===== config.mk =====
export PLATFORM = sky130hd
export DESIGN_NAME = fetch_unit
export DESIGN_NICKNAME = d
export VERILOG_FILES = /design/src/rtl/fetch_unit.sv
export SDC_FILE = /design/constraint.sdc
export NUM_CORES = 1
export LEC_CHECK = 0
export ABC_AREA = 1
export CAP_MARGIN = 20
export CORE_ASPECT_RATIO = 0.75
export CORE_MARGIN = 3
export CORE_UTILIZATION = 50
export DETAILED_ROUTE_END_ITERATION = 16
export PLACE_DENSITY = 0.77
export SLEW_MARGIN = 25
export SYNTH_ARGS = -nofsm -noshare
export SYNTH_HDL_FRONTEND = slang
export SYNTH_SLANG_ARGS = --single-unit

===== constraint.sdc =====
create_clock -name clk -period 13.3 [get_ports clk]
set_input_delay 1.995 -clock clk [delete_from_list [all_inputs] [get_ports clk]]
set_output_delay 1.995 -clock clk [all_outputs]
set_load 0.01 [all_outputs]

===== src/rtl/fetch_unit.sv =====
// fetch_unit: one-outstanding-request instruction fetcher feeding an in-order queue to decode.
// Define FETCH_PERF_EN to build the FetchCnt/StallCnt performance counters.
module fetch_unit #(
  parameter logic [31:0] RESET_PC = 32'h0000_0000,
  parameter int QDEPTH = 4
) (
  input  logic        clk,
  input  logic        rstn,
  input  logic        LEn,
  output logic        RRdy,
  output logic [31:0] RAddr,
  input  logic        RVld,
  input  logic [31:0] RData,
  output logic        IVld,
  input  logic        IRdy,
  output logic [31:0] IData,
  output logic [31:0] IPc,
  input  logic        Redir,
  input  logic [31:0] RedirPc,
  output logic [31:0] FetchCnt,
  output logic [31:0] StallCnt
);
  localparam int AW = $clog2(QDEPTH);
  localparam int CW = AW + 1;
  localparam logic [CW-1:0] QD = CW'(QDEPTH);
  typedef enum logic [1:0] {IDLE, REQ, WAIT} state_t;
  state_t state, state_nxt;
  logic [31:0] pc, pc_nxt;
  logic [CW-1:0] count, count_nxt;
  logic drop, drop_nxt;
  logic [AW-1:0] head, tail;
  logic [31:0] qdata [QDEPTH];
  logic [31:0] qpc [QDEPTH];
  logic push, pop;
  assign RRdy = state == REQ;
  assign RAddr = {2'b00, pc[31:2]};
  assign IVld = count != '0;
  assign IData = IVld ? qdata[head] : '0;
  assign IPc = IVld ? qpc[head] : '0;
  // a redirect flushes the queue, so it suppresses both the push and the pop
  assign push = state == WAIT && RVld && !Redir && !drop;
  assign pop = IVld && IRdy && !Redir;
  assign count_nxt = Redir ? '0 : count + CW'(push) - CW'(pop);
  assign pc_nxt = Redir ? RedirPc & 32'hFFFF_FFFC : push ? pc + 32'd4 : pc;
  always_comb begin
    state_nxt = state;
    drop_nxt = drop;
    case (state)
      IDLE: state_nxt = LEn && count < QD && !Redir ? REQ : IDLE;
      REQ: begin
        state_nxt = WAIT;
        drop_nxt = drop || Redir;
      end
      WAIT: begin
        state_nxt = !RVld ? WAIT : LEn && count_nxt < QD ? REQ : IDLE;
        drop_nxt = RVld ? 1'b0 : drop || Redir;
      end
      default: state_nxt = IDLE;
    endcase
  end
  always_ff @(posedge clk) begin
    if (!rstn) begin
      state <= IDLE;
      pc <= RESET_PC;
      count <= '0;
      drop <= 1'b0;
      head <= '0;
      tail <= '0;
    end else begin
      state <= state_nxt;
      pc <= pc_nxt;
      count <= count_nxt;
      drop <= drop_nxt;
      head <= Redir ? '0 : head + AW'(pop);
      tail <= Redir ? '0 : tail + AW'(push);
    end
  end
  always_ff @(posedge clk) begin
    if (push) begin
      qdata[tail] <= RData;
      qpc[tail] <= pc;
    end
  end
`ifdef FETCH_PERF_EN
  logic [31:0] fetch_cnt, stall_cnt;
  always_ff @(posedge clk) begin
    if (!rstn) begin
      fetch_cnt <= '0;
      stall_cnt <= '0;
    end else begin
      fetch_cnt <= fetch_cnt + 32'(push);
      stall_cnt <= stall_cnt + 32'(IVld && !IRdy);
    end
  end
  assign FetchCnt = fetch_cnt;
  assign StallCnt = stall_cnt;
`else
  assign FetchCnt = '0;
  assign StallCnt = '0;
`endif
endmodule

==> flow_summary_export.csv, run 1 <==
group,metric,value,unit
status,outcome,"complete, no violations",
die,start_util,52.0,%
sta,hold_viol,0,
global_route,grt_pass1_vias,8397,
drt,drtAntennaViolNets,0,
final_layout,drive_above_1_share,6.16,%
synth,async_flop_share,0,%
global_route,grt_max_degree,115,
worst_setup_path,cp_max_fo,112,
pwr,p_int,1480,uW
worst_setup_path,start_kind,"register",
drt,avgViaCountPerCell,5.15,
worst_setup_path,critPathArrivalTime,2880,ps
synth,synth_top_area_cell,"edfxtp_1",
place,gp_congestion,0.827,
final_layout,fill_cells,1869,
global_route,antenna_found_initial,0,
pwr,pwr-share-clk,41.4,%
place,dp.cells,1691,
die,rows,49,
worst_setup_path,critPathCaptureType,"output port",
die,boundaryPins,232,
cts,cts_buffer_depth,3,
pwr,leakage,0.00539,uW
synth,syn_area,12700,um^2
synth,ys_seq_area_share,64.8,%
cts,tritoncts,"yes",
final_layout,finalNetCount,1469,
worst_setup_path,crit_buf_inv,2,
drt,drc_errors,0,
pwr,combPwrFrac,4.2,%
cts,cts_resized,0,
die,core,24500,um^2
synth,ys_ff_latch,288,
pwr,swShare,20.0,%
drt,routed-via-count,8980,
synth,synthCells,1244,
worst_setup_path,path_cells,"buf_6 -> nor2_1 -> nor2_1 -> o21ai_0 -> a21oi_1 -> clkdlybuf4s50_1",
pwr,pwr_density_cell,121,nW/um^2
worst_setup_path,path_common_cell,"nor2_1",
global_route,track_usage,20.5,%
final_layout,final_common_cell,"nor2_1",
worst_setup_path,r2r-start,"state[0]",
cts,htree_levels,1,
worst_setup_path,worstRegToRegCells,14,
cts,cts_setup_buffers,0,
worst_setup_path,crit_type,"register to output port",
cts,clk_pin_slew,60,ps
hold_path,hold_path.class,"register to register",
worst_setup_path,crit_start,"head[0]",
synth,ys_types,34,
synth,synth_edf_count,248,
sta,fmax,0.205,GHz
sta,slew_violations,0,
drt,routedWlPerCell,16.6,um
pwr,seqPwrFrac,54.4,%
final_layout,layout_common_cells,"nor2_1, edfxtp_1, clkdlybuf4s50_1",
sta,setup_tns,0,ps
synth,synthFlopType,"edfxtp_1",
cts,holdBufCountCts,0,
die,die_w,190,um
job,cap_violations,0,
die,die_h,144,um
sta,tightest_slew,887,ps
place,dp_hpwl,17300,um
sta,fin_worst_skew,6.90,ps
sta,period_minus_slack,4880,ps
worst_setup_path,crit_end,"IData[27]",
place,placedInstanceArea,14400,um^2
global_route,overflow,0,
global_route,grt_pass1_wl,44500,um
cts,cts_buffers,28,
pwr,switchingPower,369,uW
final_layout,fin_cells,1744,
final_layout,layout-area-overhead-vs-synth,20.3,%
cts,clkLatencyLatePin,520,ps
worst_setup_path,path_depth,6,
sta,setup_viol,0,
final_layout,diodes,0,
worst_setup_path,slowest_delay,610,ps
worst_setup_path,regToRegSetupSlack,10290,ps
cts,clock_sinks,288,
worst_setup_path,timing.rr.end,"state[0]",
worst_setup_path,worstPathRequired,11310,ps
place,placement.io_buffers,161,
pwr,ir_worst_vdd,87.8,uV
worst_setup_path,crit_family,"buffers and inverters",
die,dieArea,27400,um^2
synth,ys_warn_count,0,
cts,root_buffer,"clkbuf_16",
synth,postSynthAreaPerCell,10.2,um^2
drt,drt_wl_total,29000,um
drt,drt-pass1-iter-count,5,
synth,synth_top_area_share,58.5,%
final_layout,post-route-cell-area,15300,um^2
synth,synth_area_leaders,"edfxtp_1, nor2_1, dfxtp_1",
sta,rsz0062_at_grt,"false",
sta,relSlewSlack,40.9,%
sta,layout_worst_path_cycle_share,36.7,%
drt,dr.first_iter.drc_count,846,
worst_setup_path,critPathSlowestCell,"buf_6",
pwr,finalPower,1850,uW
power groups by stage:
stage	logic (uW)	clock network, uW	registers [uW]
2_1_floorplan	47.1	0	1020
3_3_place_gp	76.0	0	1020
3_5_place_dp	76.8	0	1020
4_1_cts	77.3	780	1000
5_1_grt	86.2	821	1000
6_report	78.0	763	1000
worst reg2reg max path, cell delays in order (launching register included):
cell      delay [ps]
dfxtp_1          410
inv_1             90
ha_1             220
nand2_1           70
inv_1             60
nand2_1          400
inv_2            400
nand2_1          170
nand2_1           60
ha_1             190
fa_1             380
nor3_1           170
nand3b_1         160
nand2_1           60
a21oi_1          110
cell type report:
| class | count | area (um^2) | share of cell area [%] |
|---|---|---|---|
| tap | 331 | 414 | 2.71 |
| clock buffer | 38 | 790 | 5.16 |
| sequential | 288 | 8250 | 53.9 |
| timing repair buffer | 176 | 1740 | 11.4 |
| clock inverter | 14 | 115 | 0.752 |
| multi-input combinational | 823 | 3720 | 24.3 |
| inverter | 74 | 279 | 1.82 |
Yosys cell counts, drive strengths merged, types with 7 or more instances:
master and n:
ha 7, clkbuf 36, nor2 301, o21ai 157, edfxtp 248, nand2 135
nand3 40, buf 90, a21oi 90, inv 74, dfxtp 40
worst min path at each step:
| stage | cells past startpoint | end | startpoint |
|---|---|---|---|
| finish | 1 | state[1] | state[1] |
| global route | 1 | state[1] | state[1] |
| global placement | 1 | state[1] | state[1] |
| detailed placement | 1 | state[1] | state[1] |
| floorplan | 1 | state[1] | state[1] |
| CTS | 1 | state[1] | state[1] |
per-layer routing:
layer / GRT usage [%] / wire [um]
met1: 30.4 / 12900
met2: 32.9 / 13500
met3: 3.08 / 2330
met4: 3.82 / 354
met5: 0 / 0
state kept, by name, summed over array words and instances (netlist names):
name / flops
count: 3
drop: 1
head: 2
pc: 30
qdata: 128
qpc: 120
state: 2
tail: 2
cells by family (layout without fill, tap and decap cells):
kind of cell / after synthesis / count (layout) / share of synthesized area [%]
buffers and inverters: 200 / 302 / 8.12
adder cells (fa/ha/maj): 8 / 8 / 0.846
AO/OA/AOI/OAI: 259 / 259 / 10.4
flip-flops: 288 / 288 / 64.8
AND/OR/NAND/NOR: 485 / 485 / 15.6
XOR/XNOR: 3 / 3 / 0.207
other: 1 / 68 / 0.0295
through the flow:
stage / setup WS [ps] / util (%) / hold slack (ps)
floorplan: 6050 / - / 469
global placement: 8300 / 58.8 / 490
detailed placement: 8250 / 58.8 / 500
CTS: 8240 / 62.5 / 511
global route: 8260 / 62.6 / 548
finish: 8420 / 62.6 / 526
Power figures use the tool's default switching activity.
==> run 2, diff against run 1 <==
==> constraint.sdc (replaced) <==
create_clock -name clk -period 4.64 [get_ports clk]
set_input_delay 0.696 -clock clk [delete_from_list [all_inputs] [get_ports clk]]
set_output_delay 0.696 -clock clk [all_outputs]
set_load 0.01 [all_outputs]
==> flow_summary_export.csv, run 2 (synthesis results as in run 1) <==
group,metric,value,unit
status,outcome,"complete, no violations",
global_route,overflow,0,
drt,drt-pass1-iter-count,5,
global_route,grt_pass1_wl,45500,um
drt,drt_wl_total,29700,um
drt,drc_errors,0,
place,dp.cells,1697,
cts,clk_pin_slew,70,ps
job,cap_violations,0,
global_route,grt_pass1_vias,8511,
sta,setup_viol,0,
final_layout,diodes,0,
sta,hold_viol,0,
sta,tightest_slew,905,ps
worst_setup_path,critPathCaptureType,"output port",
final_layout,final_common_cell,"nor2_1",
sta,fmax,0.265,GHz
final_layout,regMostFlops,"qdata",
die,start_util,52.0,%
global_route,track_usage,21.0,%
pwr,leakage,0.00537,uW
drt,dr.first_iter.drc_count,884,
worst_setup_path,r2r-start,"state[0]",
worst_setup_path,worstRegToRegCells,15,
drt,routedWlPerCell,17.0,um
pwr,ir_worst_vdd,254,uV
worst_setup_path,crit_start,"head[0]",
worst_setup_path,regToRegSetupSlack,2060,ps
global_route,grt_max_degree,75,
pwr,pwr_density_cell,341,nW/um^2
cts,cts_buffer_depth,3,
die,die_h,144,um
place,gp_congestion,0.852,
sta,layout_worst_path_cycle_share,81.5,%
final_layout,layout-area-overhead-vs-synth,19.9,%
final_layout,top_regs,"qdata: 128 flops, qpc: 120 flops, pc: 30 flops",
sta,fin_worst_skew,8.45,ps
drt,routed-via-count,9121,
place,dp_hpwl,18100,um
die,rows,49,
cts,cts_resized,0,
die,boundaryPins,232,
hold_path,hold_path.class,"register to register",
cts,holdBufCountCts,0,
worst_setup_path,worstPathRequired,3940,ps
final_layout,finalNetCount,1473,
drt,avgViaCountPerCell,5.22,
sta,slew_violations,0,
drt,drtAntennaViolNets,0,
final_layout,drive_above_1_share,6.36,%
cts,cts_setup_buffers,0,
sta,setup_tns,0,ps
worst_setup_path,start_kind,"register",
worst_setup_path,crit_type,"register to output port",
cts,cts_buffers,27,
sta,whs,521,ps
die,die_w,190,um
sta,relSlewSlack,39.6,%
place,placement.io_buffers,161,
die,dieArea,27400,um^2
worst_setup_path,cp_max_fo,72,
cts,tritoncts,"yes",
sta,period_minus_slack,3780,ps
global_route,antenna_found_initial,0,
final_layout,largest_reg_flops,128,
final_layout,post-route-util,62.4,%
die,core,24500,um^2
cts,root_buffer,"clkbuf_16",
final_layout,fin_cells,1746,
cts,clkLatencyLatePin,530,ps
cts,clock_sinks,288,
worst_setup_path,critPathArrivalTime,3080,ps
sta,rsz0062_at_grt,"false",
cts,htree_levels,1,
worst_setup_path,timing.rr.end,"state[0]",
final_layout,layout_common_cells,"nor2_1, edfxtp_1, clkdlybuf4s50_1",
worst_setup_path,crit_end,"IData[0]",
run 2: changes by cell type in the layout (fill, tap and decap cells not counted), moves of 2 or more:
cell	delta
clkbuf_8	-2
clkbuf_16	-2
clkinv_1	-2
buf_4	+7
run 2: where the power goes:
part / leakage (uW) / switching [uW] / internal (uW) / total (uW)
registers: 0.00259 / 48.2 / 2830 / 2880
clock network: 0.000411 / 905 / 1200 / 2100
logic: 0.00238 / 122 / 105 / 227
total: 0.00537 / 1080 / 4130 / 5210
run 2: metal layers:
layer | wire (um) | track usage [%]
met2 | 13400 | 33.3
met5 | 0 | 0
met3 | 2570 | 3.78
met1 | 13300 | 30.9
met4 | 464 | 4.13
run 2: worst min path at each step:
stage	from	slack, ps	endpoint	cells after the start
5_1_grt	drop	550	drop	2
2_1_floorplan	state[1]	470	state[1]	1
3_3_place_gp	state[1]	490	state[1]	1
6_report	drop	520	drop	2
4_1_cts	drop	520	drop	2
3_5_place_dp	state[1]	510	state[1]	1
run 2: final cells by class:
| class | count | area [um^2] |
|---|---|---|
| multi-input combinational | 823 | 3720 |
| inverter | 74 | 279 |
| sequential | 288 | 8250 |
| clock inverter | 14 | 125 |
| timing repair buffer | 181 | 1760 |
| clock buffer | 35 | 716 |
| tap | 331 | 414 |
| fill | 1897 | 9200 |
run 2: metrics by stage:
step           total power, uW  instance area, um^2  worst slack (ps)
2_1_floorplan             3050                13000             -1310
3_3_place_gp              3150                14400              1430
3_5_place_dp              3150                14400              1350
4_1_cts                   5240                15300               850
5_1_grt                   5390                15300               677
6_report                  5210                15300               860
run 2: worst max-delay path: stages (launching register included):
cell and delay, ps:
dfxtp_4 870, buf_4 490, nor2_1 110, nor2_1 110, o21ai_0 100, a21oi_1 260
clkdlybuf4s50_1 580
==> run 3, diff against run 2 <==
--- a/config.mk
+++ b/config.mk
@@ -9,7 +9,7 @@
 export CAP_MARGIN = 20
 export CORE_ASPECT_RATIO = 0.75
 export CORE_MARGIN = 3
-export CORE_UTILIZATION = 50
+export CORE_UTILIZATION = 48
 export DETAILED_ROUTE_END_ITERATION = 16
 export PLACE_DENSITY = 0.77
 export SLEW_MARGIN = 25
==> constraint.sdc (replaced) <==
create_clock -name clk -period 3.2 [get_ports clk]
set_input_delay 0.48 -clock clk [delete_from_list [all_inputs] [get_ports clk]]
set_output_delay 0.48 -clock clk [all_outputs]
set_load 0.01 [all_outputs]
==> flow_summary_export.csv, run 3 (synthesis results as in run 1) <==
group,metric,value,unit
cts,cts_buffer_depth,3,
final_layout,layout_common_cells,"nor2_1, edfxtp_1, clkdlybuf4s50_1",
worst_setup_path,cp_max_fo,43,
final_layout,largest_reg_flops,128,
final_layout,diodes,0,
worst_setup_path,critPathSlowestCell,"clkdlybuf4s50_1",
die,die_w,194,um
drt,routedWlPerCell,17.5,um
global_route,grt_max_degree,63,
sta,hold_viol,0,
drt,drt_wl_total,30800,um
worst_setup_path,regToRegSetupSlack,710,ps
global_route,grt_pass1_wl,47100,um
place,dpl_worst_slack,423,ps
place,gp_congestion,0.877,
die,core,25500,um^2
sta,tightest_slew,679,ps
worst_setup_path,r2r-start,"state[0]",
drt,avgViaCountPerCell,5.28,
worst_setup_path,worstRegToRegCells,14,
drt,drc_errors,0,
die,die_h,147,um
worst_setup_path,timing.rr.end,"state[0]",
sta,fin_worst_skew,10.3,ps
final_layout,drive_above_1_share,7.43,%
global_route,track_usage,20.6,%
cts,clk_pin_slew,60,ps
pwr,leakage,0.00555,uW
cts,clkLatencyLatePin,530,ps
sta,relSlewSlack,54.7,%
sta,rsz0062_at_grt,"false",
worst_setup_path,worstPathRequired,2720,ps
drt,drtAntennaViolNets,0,
final_layout,top_regs,"qdata: 128 flops, qpc: 120 flops, pc: 30 flops",
die,rows,50,
die,boundaryPins,232,
final_layout,layout-area-overhead-vs-synth,23.0,%
hold_path,hold_path.class,"input port to register",
place,dp_hpwl,19100,um
worst_setup_path,crit_type,"register to output port",
worst_setup_path,critPathArrivalTime,2590,ps
worst_setup_path,path_depth,6,
status,outcome,"complete, no violations",
drt,dr.first_iter.drc_count,703,
final_layout,finalNetCount,1482,
die,dieArea,28500,um^2
sta,period_minus_slack,3070,ps
global_route,antenna_found_initial,0,
pwr,pwr_density_cell,518,nW/um^2
global_route,grt_pass1_vias,8801,
sta,slew_violations,0,
cts,htree_levels,1,
cts,tritoncts,"yes",
global_route,overflow,0,
sta,setup_ws,131,ps
final_layout,seq_area,8260,um^2
cts,clock_sinks,288,
worst_setup_path,crit_buf_inv,3,
drt,drt-pass1-iter-count,5,
sta,setup_viol,0,
drt,routed-via-count,9312,
worst_setup_path,critPathCaptureType,"output port",
sta,layout_worst_path_cycle_share,95.9,%
worst_setup_path,crit_end,"IData[23]",
cts,holdBufCountCts,0,
worst_setup_path,crit_family,"buffers and inverters",
job,cap_violations,0,
final_layout,multiInputGateArea,3740,um^2
place,placement.io_buffers,161,
worst_setup_path,path_cells,"nor2_1 -> nand2_1 -> inv_2 -> buf_12 -> a21oi_1 -> clkdlybuf4s50_1",
final_layout,regMostFlops,"qdata",
final_layout,fill_cells,2024,
cts,root_buffer,"clkbuf_16",
cts,cts_buffers,28,
worst_setup_path,slowest_delay,500,ps
pwr,ir_worst_vdd,368,uV
final_layout,final_common_cell,"nor2_1",
worst_setup_path,start_kind,"register",
die,start_util,49.9,%
final_layout,post-route-util,61.3,%
sta,fmax,0.326,GHz
worst_setup_path,crit_start,"count[1]",
[run 3: worst reg2reg max path, stage by stage, from the launching register on]
cell      delay, ps
dfxtp_1         420
inv_1            90
ha_1            210
nand2_1          60
inv_1            60
nand2_1         290
inv_2            60
nand2_1          70
nand2_1          50
ha_1            190
fa_1            380
nor3_1          190
nand3b_1        170
nand2_1          60
a21oi_1         110
[run 3: layout make-up]
type | instances | share of cell area, %
sequential | 288 | 52.8
multi-input combinational | 823 | 23.9
timing repair buffer | 189 | 12.3
clock buffer | 30 | 4.66
tap | 338 | 2.70
clock inverter | 22 | 1.91
inverter | 74 | 1.79
[run 3: through the flow]
step                instances  TNS [ps]  power (uW)  hold slack, ps  cell area, um^2
floorplan                1311   -157530        4430             469            13000
global placement         1710         0        4570             492            14600
detailed placement       1710         0        4580             509            14600
CTS                      1763         0        8140             483            15600
global route             1764         0        8360             488            15600
finish                   1764         0        8100             501            15600
[run 3: report_power, final]
group	total [uW]	leakage (uW)	internal (uW)	switching, uW
Sequential	4170	0.00259	4100	67.2
Clock	3590	0.000497	2220	1380
Combinational	338	0.00246	157	181
[run 3: metal layers]
metal	share of wire, %	vias up	GRT usage (%)
li1	-	4410	-
met1	43	4490	29.3
met2	47	376	33.6
met3	8.5	36	3.90
met4	1.3	0	4.05
met5	0	-	0
[run 3: worst min path at each step]
stage / from / end / slack (ps) / cells after the start
2_1_floorplan: state[1] / state[1] / 470 / 1
3_3_place_gp: state[1] / state[1] / 490 / 1
3_5_place_dp: state[1] / state[1] / 510 / 1
4_1_cts: LEn / state[0] / 480 / 3
5_1_grt: LEn / state[0] / 490 / 3
6_report: LEn / state[0] / 500 / 3
[run 3: timing repair]
item,4_1_cts,5_1_grt
buffers inserted,0,1
gates resized for setup,1,3
gates cloned,1,0
endpoints found under the setup margin,1,13
